[src/rtl/imem_boot_loader.sv]
// imem_boot_loader: fills the instruction memory from a framed byte stream
// (16-bit LE length, little-endian payload words, optional XOR checksum) and
// holds the core stalled until a complete image has been written.
// Optional feature macro: IMEM_LOADER_CSUM_EN (trailing checksum byte).
module imem_boot_loader #(
  parameter int unsigned ADDR_W = 9,
  parameter int unsigned DEPTH  = 512
) (
  input  logic              clk,
  input  logic              reset,
  input  logic              start,
  input  logic              rx_valid,
  input  logic [7:0]        rx_data,
  output logic              rx_ready,
  output logic              imem_we,
  output logic [ADDR_W-1:0] imem_addr,
  output logic [31:0]       imem_wdata,
  output logic              core_stall,
  output logic              done,
  output logic              err,
  output logic [ADDR_W:0]   word_count
);

  localparam int unsigned CNT_W     = ADDR_W + 1;
  localparam logic [15:0] DEPTH_LEN = 16'(DEPTH);

`ifdef IMEM_LOADER_CSUM_EN
  typedef enum logic [2:0] {S_IDLE, S_LEN0, S_LEN1, S_DATA, S_CSUM, S_DONE, S_ERR} state_t;
  localparam state_t S_TAIL = S_CSUM;
`else
  typedef enum logic [2:0] {S_IDLE, S_LEN0, S_LEN1, S_DATA, S_DONE, S_ERR} state_t;
  localparam state_t S_TAIL = S_DONE;
`endif

  state_t            state_q, state_d;
  logic [7:0]        len_lo_q, len_lo_d;
  logic [CNT_W-1:0]  len_q, len_d;
  logic [1:0]        byte_idx_q, byte_idx_d;
  logic [23:0]       word_buf_q, word_buf_d;
`ifdef IMEM_LOADER_CSUM_EN
  logic [7:0]        csum_q, csum_d;
`endif
  logic [CNT_W-1:0]  word_count_d;
  logic              imem_we_d;
  logic [ADDR_W-1:0] imem_addr_d;
  logic [31:0]       imem_wdata_d;
  logic              rx_ready_d;
  logic              core_stall_d;
  logic              done_d;
  logic              err_d;
  logic              accept;
  logic              last_word;
  logic [15:0]       len_full;

  // Next-state and next-output logic; registered outputs follow the next state
  always_comb begin
    state_d      = state_q;
    len_lo_d     = len_lo_q;
    len_d        = len_q;
    byte_idx_d   = byte_idx_q;
    word_buf_d   = word_buf_q;
`ifdef IMEM_LOADER_CSUM_EN
    csum_d       = csum_q;
`endif
    word_count_d = word_count;
    imem_we_d    = 1'b0;
    imem_addr_d  = imem_addr;
    imem_wdata_d = imem_wdata;
    accept       = rx_valid && rx_ready;
    last_word    = (word_count + CNT_W'(1)) == len_q;
    len_full     = {rx_data, len_lo_q};

    case (state_q)
      S_IDLE, S_DONE, S_ERR: begin
        if (start) begin
          state_d      = S_LEN0;
          word_count_d = '0;
          byte_idx_d   = '0;
`ifdef IMEM_LOADER_CSUM_EN
          csum_d       = '0;
`endif
        end
      end
      S_LEN0: begin
        if (accept) begin
          len_lo_d = rx_data;
          state_d  = S_LEN1;
        end
      end
      S_LEN1: begin
        if (accept) begin
          if (len_full > DEPTH_LEN) begin
            state_d = S_ERR;
          end else if (len_full == 16'd0) begin
            state_d = S_TAIL;
          end else begin
            len_d   = CNT_W'(len_full);
            state_d = S_DATA;
          end
        end
      end
      S_DATA: begin
        if (accept) begin
          byte_idx_d = byte_idx_q + 2'd1;
`ifdef IMEM_LOADER_CSUM_EN
          csum_d     = csum_q ^ rx_data;
`endif
          if (byte_idx_q == 2'd3) begin
            imem_we_d    = 1'b1;
            imem_addr_d  = word_count[ADDR_W-1:0];
            imem_wdata_d = {rx_data, word_buf_q};
            word_count_d = word_count + CNT_W'(1);
            if (last_word) state_d = S_TAIL;
          end else begin
            word_buf_d[{byte_idx_q, 3'b000} +: 8] = rx_data;
          end
        end
      end
`ifdef IMEM_LOADER_CSUM_EN
      S_CSUM: begin
        if (accept) state_d = (rx_data == csum_q) ? S_DONE : S_ERR;
      end
`endif
      default: state_d = S_IDLE;
    endcase

    rx_ready_d   = (state_d == S_LEN0) || (state_d == S_LEN1) ||
`ifdef IMEM_LOADER_CSUM_EN
                   (state_d == S_CSUM) ||
`endif
                   (state_d == S_DATA);
    core_stall_d = !((state_d == S_IDLE) || (state_d == S_DONE));
    done_d       = state_d == S_DONE;
    err_d        = state_d == S_ERR;
  end

  // State and output registers; reset aborts any session in the same edge
  always_ff @(posedge clk) begin
    if (reset) begin
      state_q    <= S_IDLE;
      len_lo_q   <= '0;
      len_q      <= '0;
      byte_idx_q <= '0;
      word_buf_q <= '0;
`ifdef IMEM_LOADER_CSUM_EN
      csum_q     <= '0;
`endif
      word_count <= '0;
      imem_we    <= 1'b0;
      imem_addr  <= '0;
      imem_wdata <= '0;
      rx_ready   <= 1'b0;
      core_stall <= 1'b0;
      done       <= 1'b0;
      err        <= 1'b0;
    end else begin
      state_q    <= state_d;
      len_lo_q   <= len_lo_d;
      len_q      <= len_d;
      byte_idx_q <= byte_idx_d;
      word_buf_q <= word_buf_d;
`ifdef IMEM_LOADER_CSUM_EN
      csum_q     <= csum_d;
`endif
      word_count <= word_count_d;
      imem_we    <= imem_we_d;
      imem_addr  <= imem_addr_d;
      imem_wdata <= imem_wdata_d;
      rx_ready   <= rx_ready_d;
      core_stall <= core_stall_d;
      done       <= done_d;
      err        <= err_d;
    end
  end

endmodule

[config.mk]
export PLATFORM = sky130hd
export DESIGN_NAME = imem_boot_loader
export DESIGN_NICKNAME = d
export VERILOG_FILES = /design/src/rtl/imem_boot_loader.sv
export SDC_FILE = /design/constraint.sdc
export NUM_CORES = 1
export LEC_CHECK = 0
export BUFFER_PORTS_ARGS = -buffer_cell sky130_fd_sc_hd__buf_2
export CAP_MARGIN = 10
export CELL_PAD_IN_SITES_DETAIL_PLACEMENT = 1
export CELL_PAD_IN_SITES_GLOBAL_PLACEMENT = 1
export CORE_ASPECT_RATIO = 0.7
export CORE_MARGIN = 2
export CORE_UTILIZATION = 42
export DETAILED_ROUTE_END_ITERATION = 16
export PLACE_DENSITY_LB_ADDON = 0.1
export SLEW_MARGIN = 20
export SYNTH_ARGS = -nofsm -noshare
export SYNTH_HDL_FRONTEND = slang
export SYNTH_SLANG_ARGS = --single-unit
[constraint.sdc]
create_clock -name clk -period 2.87 [get_ports clk]
set_input_delay 0.1435 -clock clk [delete_from_list [all_inputs] [get_ports clk]]
set_output_delay 0.1435 -clock clk [all_outputs]
set_load 0.02 [all_outputs]
==> results.tsv <==
stage	metric	value	unit
clocking	clock root cell	clkbuf_16	
sta	period utilisation layout	85.7	%
floorplan	core area	9830	um2
logic_synthesis	ys flop type	dfxtp_1	
logic_synthesis	Post-synth EDFFs	0	
sta	Worst Skew	0.00908	ns
pwr	Max VDD drop	0.288	mV
logic_synthesis	mapped cell area	4300	um2
clocking	Clock Latency Late Sink	0.35	ns
logic_synthesis	post-synthesis sequential area ratio	48.0	%
worst_setup_path	Worst setup SP type	register	
detailed_routing	Vias per Instance	5.46	
layout	area grow syn2layout	17.1	%
clocking	Clock transition at path regs	0.07	ns
logic_synthesis	adder and majority cell fraction of the synthesized area	1.75	%
layout	Nets	594	
worst_setup_path	CP Class	reg2reg	
grt	GR Overflow Total	0	
sta	setup TNS	0	ns
grt	GRT Total Usage	23.1	%
grt	first-pass GRT wire length	19.9	mm
layout	share of layout cells above drive strength 1	17.0	%
floorplan	Die Area	11100	um2
worst_setup_path	arrival time at the worst endpoint	2.74	ns
placement	PortBufs	67	
detailed_routing	number of remaining DRC errors	0	
worst_setup_path	critical path required time	3.15	ns
worst_setup_path	CP most frequent cell	and2_1	
grt	largest net degree at the start of global routing	45	
detailed_routing	Vias	3871	
sta	RSZ-0062 raised after global routing	false	
worst_setup_path	CP Max Fanout	9	
layout	fin util	51.2	%
worst_setup_path	RR Endpoint	done$_SDFF_PP0_	
clocking	H-tree Lvls	3	
worst_setup_path	setup slack, reg-to-reg	0.41	ns
worst_setup_path	Crit path depth	7	
hold_path	Worst Hold Class	in2reg	
layout	most frequent cells in the layout	nand2_1, dfxtp_1, a21oi_1	
detailed_routing	Routed WL	12.2	mm
layout	most common cell after layout, fill and taps aside	nand2_1	
logic_synthesis	synth warn	0	
logic_synthesis	Seq cells post-synth	103	
detailed_routing	final antenna-violating net count	0	
worst_setup_path	kind of end point of the critical path	register	
detailed_routing	routed wire length per instance	17.3	um
worst_setup_path	max incr delay on CP	0.50	ns
worst_setup_path	cell family with most CP delay	simple AND/OR/NAND/NOR gates	
worst_setup_path	critical path cell sequence	ha_1 > and2_1 > and4_2 > xnor2_1 > nand4_1 > o32ai_2 > and2_1	
sta	fmax	0.406	GHz
sta	Final Hold Fails	0	
worst_setup_path	Worst R2R Start	word_count[0]$_SDFFE_PP0P_	
logic_synthesis	XOR/XNOR Fraction of Synth Area	2.45	%
layout	Non-Filler Instances	709	
clocking	CTS sink cnt	103	
clocking	PostCTS Resize Cnt	0	
logic_synthesis	multiplexer share of the synthesized area	4.66	%
floorplan	Die Y	88.6	um
worst_setup_path	Worst Path Buf+Inv	0	
logic_synthesis	Synth Area in Compound Gates	15.3	%
logic_synthesis	asr flop ratio synth	0	%
logic_synthesis	main combinational cell family by area after synthesis	simple AND/OR/NAND/NOR gates	
worst_setup_path	Worst Setup SP	word_count[0]$_SDFFE_PP0P_	
outcome	status	finished clean	
floorplan	I/O Pins	68	
clocking	cts hold-fix bufs	0	
worst_setup_path	Slowest-stage cell, CP	dfxtp_1	
pwr	Cell Pwr Density	562	nW/um2
grt	vias in the first global route	3763	
sta	endpoints failing setup	0	
clocking	deepest clock path buffer count	2	
floorplan	row count	30	
layout	n_diodes	0	
worst_setup_path	Worst Setup EP	done$_SDFF_PP0_	
placement	HPWL after DPL	8.66	mm
placement	final RePlAce weighted congestion	0.812	
placement	dpl cells	693	
floorplan	die width	125	um
logic_synthesis	post-synthesis simple-gate area fraction	24.3	%
sta	relative slew slack	32.2	%
sta	final slew viol count	0	
job	Max-cap violations	0	
pwr	Lkg Pwr	1.93	nW
logic_synthesis	Cells after Synth	522	
logic_synthesis	count of cell types in the netlist	48	
grt	initial antenna violation count	0	
clocking	Num CTS Buffers	9	
detailed_routing	Initial DRC Count	290	
sta	Tmin final	2.46	ns
logic_synthesis	synthesized area per cell	8.23	um2
worst_setup_path	reg2reg path depth	7	
detailed_routing	DRT Pass-1 Iters	4	
logic_synthesis	Mapped Nets	540	
floorplan	initial core utilization	43.7	%
sta	Worst Max-Slew Pin Slew	1.01	ns
clocking	TritonCTS clock tree	yes	
clocking	Post-CTS Setup Bufs	0	
[flip-flops by register name, summed over array words and instances (netlist names)]
| name | cells |
|---|---|
| len_q | 10 |
| done | 1 |
| word_buf_q | 24 |
| word_count | 10 |
| imem_addr | 9 |
| byte_idx_q | 2 |
| core_stall | 1 |
| rx_ready | 1 |
| state_q | 3 |
| imem_wdata | 32 |
| err | 1 |
| len_lo_q | 8 |
| imem_we | 1 |
[layer usage]
| metal | track usage [%] | vias up | share of wire [%] |
|---|---|---|---|
| li1 | - | 1900 | - |
| met1 | 33.0 | 1873 | 49 |
| met2 | 35.6 | 88 | 44 |
| met3 | 5.14 | 10 | 5.6 |
| met4 | 6.16 | 0 | 0.98 |
| met5 | 0 | - | 0 |
[how the worst min path moves through the flow]
stage	from	to	slack [ns]	cells past startpoint
4_1_cts	rx_data[2]	imem_wdata[26]$_SDFFE_PP0P_	0.13	3
5_1_grt	rx_data[2]	imem_wdata[26]$_SDFFE_PP0P_	0.14	3
6_report	rx_data[6]	imem_wdata[30]$_SDFFE_PP0P_	0.14	3
3_3_place_gp	imem_addr[6]$_SDFFE_PP0P_	imem_addr[6]$_SDFFE_PP0P_	0.44	2
3_5_place_dp	imem_wdata[10]$_SDFFE_PP0P_	imem_wdata[10]$_SDFFE_PP0P_	0.44	2
2_1_floorplan	rx_data[0]	imem_wdata[24]$_SDFFE_PP0P_	0.28	2
[worst reg2reg max path, stage by stage (launching register included)]
cell and delay [ns]:
dfxtp_1 0.50, ha_1 0.33, and2_1 0.33, and4_2 0.31, xnor2_1 0.21, nand4_1 0.20
o32ai_2 0.33, and2_1 0.19
[where the power goes]
part / total (W) / switching (W) / internal [W]
clock: 0.00127 / 0.000557 / 0.000712
combinational: 0.000115 / 0.0000842 / 0.0000303
sequential: 0.00145 / 0.0000103 / 0.00144
total: 0.00283 / 0.000651 / 0.00218
[cell families after synthesis]
group,after synthesis
simple gates,231
compound gates,113
fa+ha+maj,6
xor+xnor,12
mux,20
flops,103
buf+inv,37
[cell type report]
| type | instances | area (um2) |
|---|---|---|
| timing repair buffer | 74 | 388 |
| tap | 128 | 160 |
| clock inverter | 6 | 73.8 |
| fill | 1200 | 4800 |
| inverter | 6 | 22.5 |
| multi-input combinational | 382 | 2090 |
| clock buffer | 10 | 239 |
| sequential | 103 | 2060 |
[per-stage QoR]
stage               worst slack, ns  power (W)  hold slack [ns]  cell area [um2]
finish                        0.410    0.00283            0.139             5030
global route                  0.243    0.00293            0.136             5030
CTS                           0.414    0.00287            0.128             5030
detailed placement            0.436    0.00159            0.444             4720
global placement              0.639    0.00159            0.438             4720
floorplan                     0.722    0.00154            0.280             4300
[Yosys cell counts (all sizes together), types with 2 or more instances]
cell type / number / area share [%]
ha: 6 / 1.7
a21oi: 80 / 9.3
nand2b: 3 / 0.44
nor4: 2 / 0.29
nand2: 118 / 10
dfxtp: 103 / 48
buf: 4 / 0.58
and2: 7 / 1.0
nand4b: 2 / 0.41
nand4: 5 / 0.73
and3: 3 / 0.44
o32ai: 3 / 0.79
inv: 6 / 0.52
mux2i: 20 / 4.7
nor3: 12 / 1.5
a31oi: 4 / 0.58
o21bai: 3 / 0.52
nand3b: 3 / 0.52
o21a: 3 / 0.52
or4: 2 / 0.35
o21ai: 8 / 0.93
xnor2: 9 / 1.8
clkbuf: 27 / 2.4
a21boi: 2 / 0.35
and4: 3 / 0.64
or3: 2 / 0.41
xor2: 3 / 0.61
nand3: 31 / 3.7
a22oi: 2 / 0.35
or2: 2 / 0.29
nor2: 35 / 3.1
a211oi: 2 / 0.35
o31ai: 2 / 0.47
Note: power is estimated with default switching activity, not from simulation.
